## config.mk

```make
export PLATFORM = sky130hd
export DESIGN_NAME = prefetch_fetch_unit
export DESIGN_NICKNAME = d
export VERILOG_FILES = /design/src/rtl/prefetch_fetch_unit.sv
export SDC_FILE = /design/constraint.sdc
export NUM_CORES = 1
export LEC_CHECK = 0
export ABC_AREA = 1
export CORE_MARGIN = 3
export CORE_UTILIZATION = 57
export CTS_BUF_LIST = sky130_fd_sc_hd__clkbuf_8
export DETAILED_ROUTE_END_ITERATION = 8
export PLACE_DENSITY = 0.79
export SYNTH_ARGS = -nofsm -noshare
export SYNTH_HDL_FRONTEND = slang
export SYNTH_SLANG_ARGS = --single-unit
```

## constraint.sdc

```tcl
create_clock -name clk -period 4.5 [get_ports clk]
set_input_delay 0.45 -clock clk [delete_from_list [all_inputs] [get_ports clk]]
set_output_delay 0.45 -clock clk [all_outputs]
set_load 0.05 [all_outputs]
```

## src/rtl/prefetch_fetch_unit.sv

```systemverilog
// Instruction prefetch unit: fetches sequential words into a small FIFO,
// handles redirects (flush + refetch) and discards responses to abandoned
// requests. Optional macro FETCH_PERF_CNT_EN adds fetch_discard_cnt_o, a
// count of memory responses dropped because of a redirect.

`ifndef RISCV_ADDR_WIDTH
`define RISCV_ADDR_WIDTH 32
`endif
`ifndef RISCV_WORD_WIDTH
`define RISCV_WORD_WIDTH 32
`endif

module prefetch_fetch_unit #(
  parameter logic [`RISCV_ADDR_WIDTH-1:0] BOOT_ADDRESS = 32'h0,
  parameter int unsigned                  DEPTH        = 4
) (
  input  logic                         clk,
  input  logic                         rst_n,
  input  logic                         req_i,
  input  logic                         retire_inst_i,
  input  logic                         target_valid_i,
  input  logic [`RISCV_ADDR_WIDTH-1:0] target_addr_i,
  output logic [`RISCV_WORD_WIDTH-1:0] instr_o,
  output logic [`RISCV_ADDR_WIDTH-1:0] instr_addr_o,
  output logic                         instr_valid_o,
  output logic                         imem_valid_o,
  input  logic                         imem_ready_i,
  output logic [`RISCV_ADDR_WIDTH-1:0] imem_addr_o,
  output logic [`RISCV_WORD_WIDTH-1:0] imem_wdata_o,
  output logic [3:0]                   imem_we_o,
  input  logic [`RISCV_WORD_WIDTH-1:0] imem_rdata_i
`ifdef FETCH_PERF_CNT_EN
  ,
  output logic [31:0]                  fetch_discard_cnt_o
`endif
);

  localparam int unsigned AW = `RISCV_ADDR_WIDTH;
  localparam int unsigned WW = `RISCV_WORD_WIDTH;
  localparam int unsigned PW = $clog2(DEPTH);
  localparam int unsigned CW = PW + 1;

  typedef enum logic [1:0] {
    IDLE    = 2'd0,
    BUSY    = 2'd1,
    DISCARD = 2'd2
  } state_e;

  state_e        state_q, state_d;
  logic          imem_valid_q;
  logic [AW-1:0] fpc_q, fpc_d;
  logic [AW-1:0] req_addr_q, req_addr_d;
  logic [CW-1:0] count_q, count_d;
  logic [PW-1:0] rd_ptr_q, wr_ptr_q;
  logic [AW-1:0] addr_mem_q [DEPTH];
  logic [WW-1:0] data_mem_q [DEPTH];

  logic          push, pop, flush, can_issue, issue_en;
  logic [AW-1:0] issue_addr, target_aligned;

  assign instr_valid_o = (count_q != '0);
  assign instr_o       = instr_valid_o ? data_mem_q[rd_ptr_q] : '0;
  assign instr_addr_o  = instr_valid_o ? addr_mem_q[rd_ptr_q] : '0;
  assign imem_valid_o  = imem_valid_q;
  assign imem_addr_o   = req_addr_q;
  assign imem_wdata_o  = '0;
  assign imem_we_o     = '0;

  // Next-state decode: occupancy forecast, then the single issue decision.
  always_comb begin
    target_aligned = target_addr_i & ~AW'(3);
    pop        = retire_inst_i & instr_valid_o;
    push       = (state_q == BUSY) & imem_ready_i & ~target_valid_i;
    flush      = target_valid_i;
    count_d    = flush ? '0 : count_q + CW'(push) - CW'(pop);
    can_issue  = req_i & (count_d < CW'(DEPTH));
    issue_en   = 1'b0;
    issue_addr = fpc_q;
    state_d    = state_q;
    fpc_d      = fpc_q;
    req_addr_d = req_addr_q;
    case (state_q)
      IDLE: begin
        if (target_valid_i) begin
          issue_en   = 1'b1;
          issue_addr = target_aligned;
        end else if (can_issue) begin
          issue_en   = 1'b1;
        end
      end
      BUSY: begin
        if (imem_ready_i) begin
          if (target_valid_i) begin
            issue_en   = 1'b1;
            issue_addr = target_aligned;
          end else if (can_issue) begin
            issue_en   = 1'b1;
          end else begin
            state_d    = IDLE;
          end
        end else if (target_valid_i) begin
          // Request still in flight: remember target, drop its response later.
          fpc_d   = target_aligned;
          state_d = DISCARD;
        end
      end
      DISCARD: begin
        if (imem_ready_i) begin
          issue_en   = 1'b1;
          issue_addr = target_valid_i ? target_aligned : fpc_q;
        end else if (target_valid_i) begin
          fpc_d = target_aligned;
        end
      end
      default: state_d = IDLE;
    endcase
    if (issue_en) begin
      state_d    = BUSY;
      req_addr_d = issue_addr;
      fpc_d      = issue_addr + AW'(4);
    end
  end

  // Control state, registered memory strobe and FIFO pointers.
  always_ff @(posedge clk or negedge rst_n) begin
    if (!rst_n) begin
      state_q      <= IDLE;
      imem_valid_q <= 1'b0;
      fpc_q        <= BOOT_ADDRESS;
      req_addr_q   <= BOOT_ADDRESS;
      count_q      <= '0;
      rd_ptr_q     <= '0;
      wr_ptr_q     <= '0;
    end else begin
      state_q      <= state_d;
      imem_valid_q <= (state_d != IDLE);
      fpc_q        <= fpc_d;
      req_addr_q   <= req_addr_d;
      count_q      <= count_d;
      if (flush) begin
        rd_ptr_q <= '0;
        wr_ptr_q <= '0;
      end else begin
        if (push) wr_ptr_q <= wr_ptr_q + PW'(1);
        if (pop)  rd_ptr_q <= rd_ptr_q + PW'(1);
      end
    end
  end

  // FIFO storage; contents are don't-care while their slot is not counted.
  always_ff @(posedge clk) begin
    if (push) begin
      addr_mem_q[wr_ptr_q] <= req_addr_q;
      data_mem_q[wr_ptr_q] <= imem_rdata_i;
    end
  end

`ifdef FETCH_PERF_CNT_EN
  logic        drop;
  logic [31:0] discard_cnt_q;

  assign drop = imem_ready_i &
                (((state_q == BUSY) & target_valid_i) | (state_q == DISCARD));
  assign fetch_discard_cnt_o = discard_cnt_q;

  // Count responses thrown away because a redirect overtook them.
  always_ff @(posedge clk or negedge rst_n) begin
    if (!rst_n)    discard_cnt_q <= '0;
    else if (drop) discard_cnt_q <= discard_cnt_q + 32'd1;
  end
`endif

endmodule

```

[Word-level counts from Yosys, hierarchy flattened]
Memory sizes are Yosys's and may differ from the RTL's.
Index checks and enable logic that the tools add are counted.
Storage, ports and cells
  RAM bits: 256
  bits in registers: 74
  logic and storage cells: 58
  output and inout port bits: 134
  memories: 2
Cells by class
  bitwise logic cells: 5
  mux-type cells: 26
  eq/ne operators: 3
  reductions and logical operators: 9
  magnitude comparators: 1
  add/subtract/negate cells: 5
Memory list
  addr_mem_q: words 4, bits a word 32, rd ports 1, clocked after Yosys merged registers in 0, wr ports 1, line 55  | logic [AW-1:0] addr_mem_q [DEPTH];
  data_mem_q: words 4, bits a word 32, rd ports 1, clocked after Yosys merged registers in 0, wr ports 1, line 56  | logic [WW-1:0] data_mem_q [DEPTH];
Operators by type and width (number)
  2-to-1 mux 32 bit: 7
  one-hot mux 32 bit (2 select lines): 1
  adder 32 x 3 -> 32 bit (second input constant): 1
  2-to-1 mux 2 bit: 9
  nonzero test 2 bit: 4
  2-to-1 mux 1 bit: 6
  adder 2 x 1 -> 2 bit (second input constant): 2
  bitwise AND 1 bit: 4
  one-hot mux 2 bit (2 select lines): 1
  OR reduction 2 bit: 2
  adder 3 x 1 -> 3 bit: 1
  less-than comparator 3 bit (second input constant): 1
  2-to-1 mux 3 bit: 1
  one-hot mux 1 bit (3 select lines): 1
  nonzero test 3 bit: 1
  subtractor 3 x 1 -> 3 bit: 1
  == test 2 x 1 -> 1 bit (second input constant): 1
  == test 2 bit (second input constant): 1
  logical NOT 2 bit: 1
  != test 2 x 1 -> 1 bit (second input constant): 1
  AND reduction 2 bit: 1
  inverter 1 bit: 1

[Logic depth before layout (Yosys ltp)]
  depth after elaboration: 14
  mapped depth: 25

[Worst setup path after synthesis]
OpenSTA, ideal clock, no wires.
  path type: input to register
  from: input port target_valid_i
  to: memory addr_mem_q[0][0] (netlist name), enable pin
  setup slack: 0.248 ns
  path buffers: 3
  data arrival time: 3.766 ns
  library setup time: 0.486 ns
  required time: 4.014 ns
  cell stages on the path: 6
  cell sequence: buf_6 -> inv_2 -> buf_4 -> buf_2 -> nand2_1 -> nor2_1
Between the ends
  cells in the longest elaborated chain, start to end: 4
Ends and longest elaborated chain
  start, declared: line 21  | input logic target_valid_i,
  inverter 1 bit: line 73  | push = (state_q == BUSY) & imem_ready_i & ~target_valid_i;
  bitwise AND 1 bit: line 73
  2-to-1 mux 1 bit: line 152  | if (push) begin
  2-to-1 mux 1 bit (implied by the code): line 153  | addr_mem_q[wr_ptr_q] <= req_addr_q;
  end, declared: line 55
No other way between the ends.

[Worst setup path in the final report]
  from: register state_q[1]
  to: register fpc_q[16]
Between the ends
  cells in the longest elaborated chain, start to end: 14
  elaborated cells on any way between the ends: 21
  those cells by class: 3 x add/sub; 1 x order compare; 3 x eq/ne; 7 x mux; 3 x bitwise; 4 x reduce/logical
Ends and longest elaborated chain
  start, declared: line 49  | state_e state_q, state_d;
  start signal, assigned: line 135  | state_q <= state_d;
  == test 2 x 1 -> 1 bit: line 73, 82
  bitwise AND 1 bit (2 in series): line 73
  adder 3 x 1 -> 3 bit: line 75  | count_d = flush ? '0 : count_q + CW'(push) - CW'(pop);
  subtractor 3 x 1 -> 3 bit: line 75
  2-to-1 mux 3 bit: line 75
  less-than comparator 3 bit: line 76  | can_issue = req_i & (count_d < CW'(DEPTH));
  bitwise AND 1 bit: line 76
  2-to-1 mux 1 bit: line 87, 96
  2-to-1 mux 1 bit: line 84  | if (target_valid_i) begin
  2-to-1 mux 1 bit: line 92  | if (imem_ready_i) begin
  one-hot mux 1 bit (3 select lines): line 82  | case (state_q)
  != test 2 x 1 -> 1 bit (no source line) / nonzero test 2 bit (equally long branches)
  AND reduction 2 bit (no source line)
  end signal, assigned: line 137  | fpc_q <= fpc_d;
  end, declared: line 51  | logic [AW-1:0] fpc_q, fpc_d;
Parallel ways exist; a longest one is shown, timed or not.
A chain may end at the register's enable or synchronous reset.

==> reports/qor.csv <==
stage,metric,value,unit
worst_setup_path,path_max_fanout,13,
synthesis,synth_cells,1532,
global_routing,grt_max_degree,130,
pwr,p_per_area,736,mW/mm^2
route,top_layer,met4,
clocking,hold_buffers,0,
die,dieWidth,169,um
route,drt_iter0_markers,1158,
placed_design,hpwl,22500,um
clocking,clock-sinks,330,
synthesis,synth_edf_count,256,
synthesis,ys_types,46,
route,vias,11284,
synthesis,avgSynthCellArea,9.90,sq um
timing,skew,27.4,ps
synthesis,yosysTopAreaCell,edfxtp_1,
placed_design,postPlaceCellArea,0.0170,sq mm
die,fp-row-count,59,
layout,syn_to_final_growth,19.1,%
layout,layout_commonest_cell,nor2_1,
timing,grt_setup_unrepaired,no,
clocking,cts_buffers,52,
clocking,cts_resized,0,
timing,fmax,259,MHz
synthesis,synth_ff_type,edfxtp_1,
pwr,peakVddDrop,536,uV
timing,min_period,3870,ps
route,routed-wl-met2,17600,um
worst_setup_path,crit_required,4950,ps
die,dieArea,0.0286,sq mm
clocking,path_clk_slew,60,ps
die,ioPinCount,204,
run_status,outcome,finished clean,
clocking,clk_latency,580,ps
global_routing,grtUsageTotal,0.252,
worst_setup_path,cp_common_cell,inv_1,
worst_setup_path,worstSetupEndpointType,flip-flop,
synthesis,async_flop_share,0.224,
run,maxCapViolations,0,
route,wl_per_cell,17.7,um
timing,setup_tns,0,ps
timing,post-route-period-util,0.859,
placed_design,port_buffers,165,
worst_setup_path,max_stage_delay,480,ps
synthesis,synth_seq_cells,330,
timing,setup_viol,0,
hold_path,hp-class,input pin to async pin,
synthesis,syn_area,0.0152,sq mm
synthesis,synth_top_cell_area_share,0.507,
route,antenna_left,0,
route,drt-met1-wl,15800,um
worst_setup_path,crit_type,flip-flop to flip-flop,
placed_design,place_congestion,0.938,
synthesis,yosysSeqAreaShare,0.629,
route,wl_met3,2690,um
global_routing,antenna_found_initial,0,
route,dr.pass1.iters,7,
clocking,ctsHtreeMaxLevel,2,
worst_setup_path,start_kind,flip-flop,
clocking,clk_path_buf_depth,3,
clocking,post-cts-setup-buffer-count,0,
worst_setup_path,slowest_stage,inv_1,
synthesis,yosys_warnings,0,
clocking,cts_tree,built,
worst_setup_path,critical_path_arrival,4320,ps
layout,mostFrequentLayoutCells,"nor2_1 (317), nand2_1 (296), edfxtp_1 (256)",
layout,postLayoutCoreUtil,0.692,
die,die_h,169,um
synthesis,synth_area_leaders,"edfxtp_1 (51%), dfrtp_1 (12%), nor2_1 (8.0%)",
global_routing,grt_pass1_vias,10923,
route,drc,0,
layout,antenna_cells,0,
layout,drive_above_1_share,0.0887,
global_routing,grt_overflow,0,
timing,slew_violations,0,
layout,stdcell_area,0.0181,sq mm
pwr,leakage,7.05,nW
timing,tightestPinTransition,984,ps
die,initial_core_util,0.580,
timing,hold_viol,0,
global_routing,grt_pass1_wl,57400,um
clocking,cts-root-buf,clkbuf_8,
timing,max_slew_margin,0.344,
route,wl,36600,um
worst_setup_path,path_cells,"inv_1, ha_1, nand2_1, inv_1, nand2_1, ha_1, inv_1, ha_1, inv_1, fa_1, nand3_1, nand3_1, nand3_1, nand2_1, nand2_2, nand2_1, inv_1, nand2_1, o21ai_0, o21bai_1, inv_1",
die,coreArea,0.0261,sq mm
layout,nNetsFinal,1776,
route,vias_per_cell,5.45,
-- synthesized netlist by cell type, types with 6 or more instances --
library cell,number
a21oi_1,70
nand3_1,39
buf_2,11
inv_2,8
o21ai_0,164
o211ai_1,7
buf_4,42
o21ai_1,7
buf_1,8
nand2_1,296
a31oi_1,6
nor2_1,322
xor2_1,7
edfxtp_1,256
nand2_2,18
clkbuf_1,48
dfrtp_1,74
nor2_4,9
ha_1,11
inv_1,70
o21ai_4,6
-- cell type report --
type | instances | area, sq um
clock buffer | 56 | 771
clock inverter | 41 | 255
fill | 1957 | 8060
inverter | 79 | 298
multi-input combinational | 1045 | 4880
sequential | 330 | 9540
tap | 335 | 419
timing repair buffer | 186 | 1910
-- power by group --
| group | total [mW] | leakage [nW] | internal [mW] | switching, mW |
|---|---|---|---|---|
| clock | 2.47 | 0.618 | 1.33 | 1.14 |
| sequential | 4.29 | 3.23 | 3.91 | 0.384 |
| combinational | 6.54 | 3.20 | 1.91 | 4.63 |
| total | 13.3 | 7.05 | 7.15 | 6.16 |
-- per-stage QoR --
step,std cells,power (mW),hold WS (ps),worst slack [ps]
2_1_floorplan,1567,8.79,154,248
3_3_place_gp,1975,10.7,480,498
3_5_place_dp,1975,10.8,488,396
4_1_cts,2072,13.3,57.5,685
5_1_grt,2072,14.0,102,309
6_report,2072,13.3,38.3,633
-- cell families (layout without fill, tap and decap cells) --
family / count (synthesis) / after routing / synth area share
flops: 330 / 330 / 0.629
compound gates: 280 / 280 / 0.102
simple gates: 706 / 706 / 0.191
xor+xnor: 10 / 10 / 0.00577
fa+ha+maj: 12 / 12 / 0.0104
buf+inv: 192 / 362 / 0.0608
mux: 1 / 1 / 0.000660
other cells: 1 / 36 / 0.000247
-- worst max-delay path, delay by kind of cell, from the launching register on --
family / cells / cell delay, ps
flip-flops: 1 / 400
adder cells (fa/ha/maj): 4 / 1000
AO/OA/AOI/OAI: 2 / 220
AND/OR/NAND/NOR: 9 / 1220
buffers and inverters: 6 / 880
-- worst paths after layout --
check                      cells after the start        startpoint  slack (ps)           endpoint
max                                           21        state_q[1]         630          fpc_q[16]
min                                            1             rst_n          40           fpc_q[4]
max reg2reg                                   21        state_q[1]         630          fpc_q[16]
min reg2reg                                    2         fpc_q[28]         510          fpc_q[28]
max in group asynchronous                      1             rst_n        3700        rd_ptr_q[0]
min in group clk                               1  imem_rdata_i[18]         500  data_mem_q[1][18]
-- routing by layer --
metal  vias to the layer above  global-route usage
met5                         -                   0
li1                       5395                   -
met2                       475               0.415
met4                         0              0.0693
met1                      5367               0.357
met3                        47              0.0356
-- registers in the layout (all words and copies together), names as in the netlist, 2 cells and up --
| signal | count |
|---|---|
| fpc_q | 32 |
| rd_ptr_q | 2 |
| wr_ptr_q | 2 |
| addr_mem_q | 128 |
| data_mem_q | 128 |
| state_q | 2 |
| imem_addr_o | 32 |
| count_q | 3 |
No activity file was read; power rests on OpenSTA's default activity.
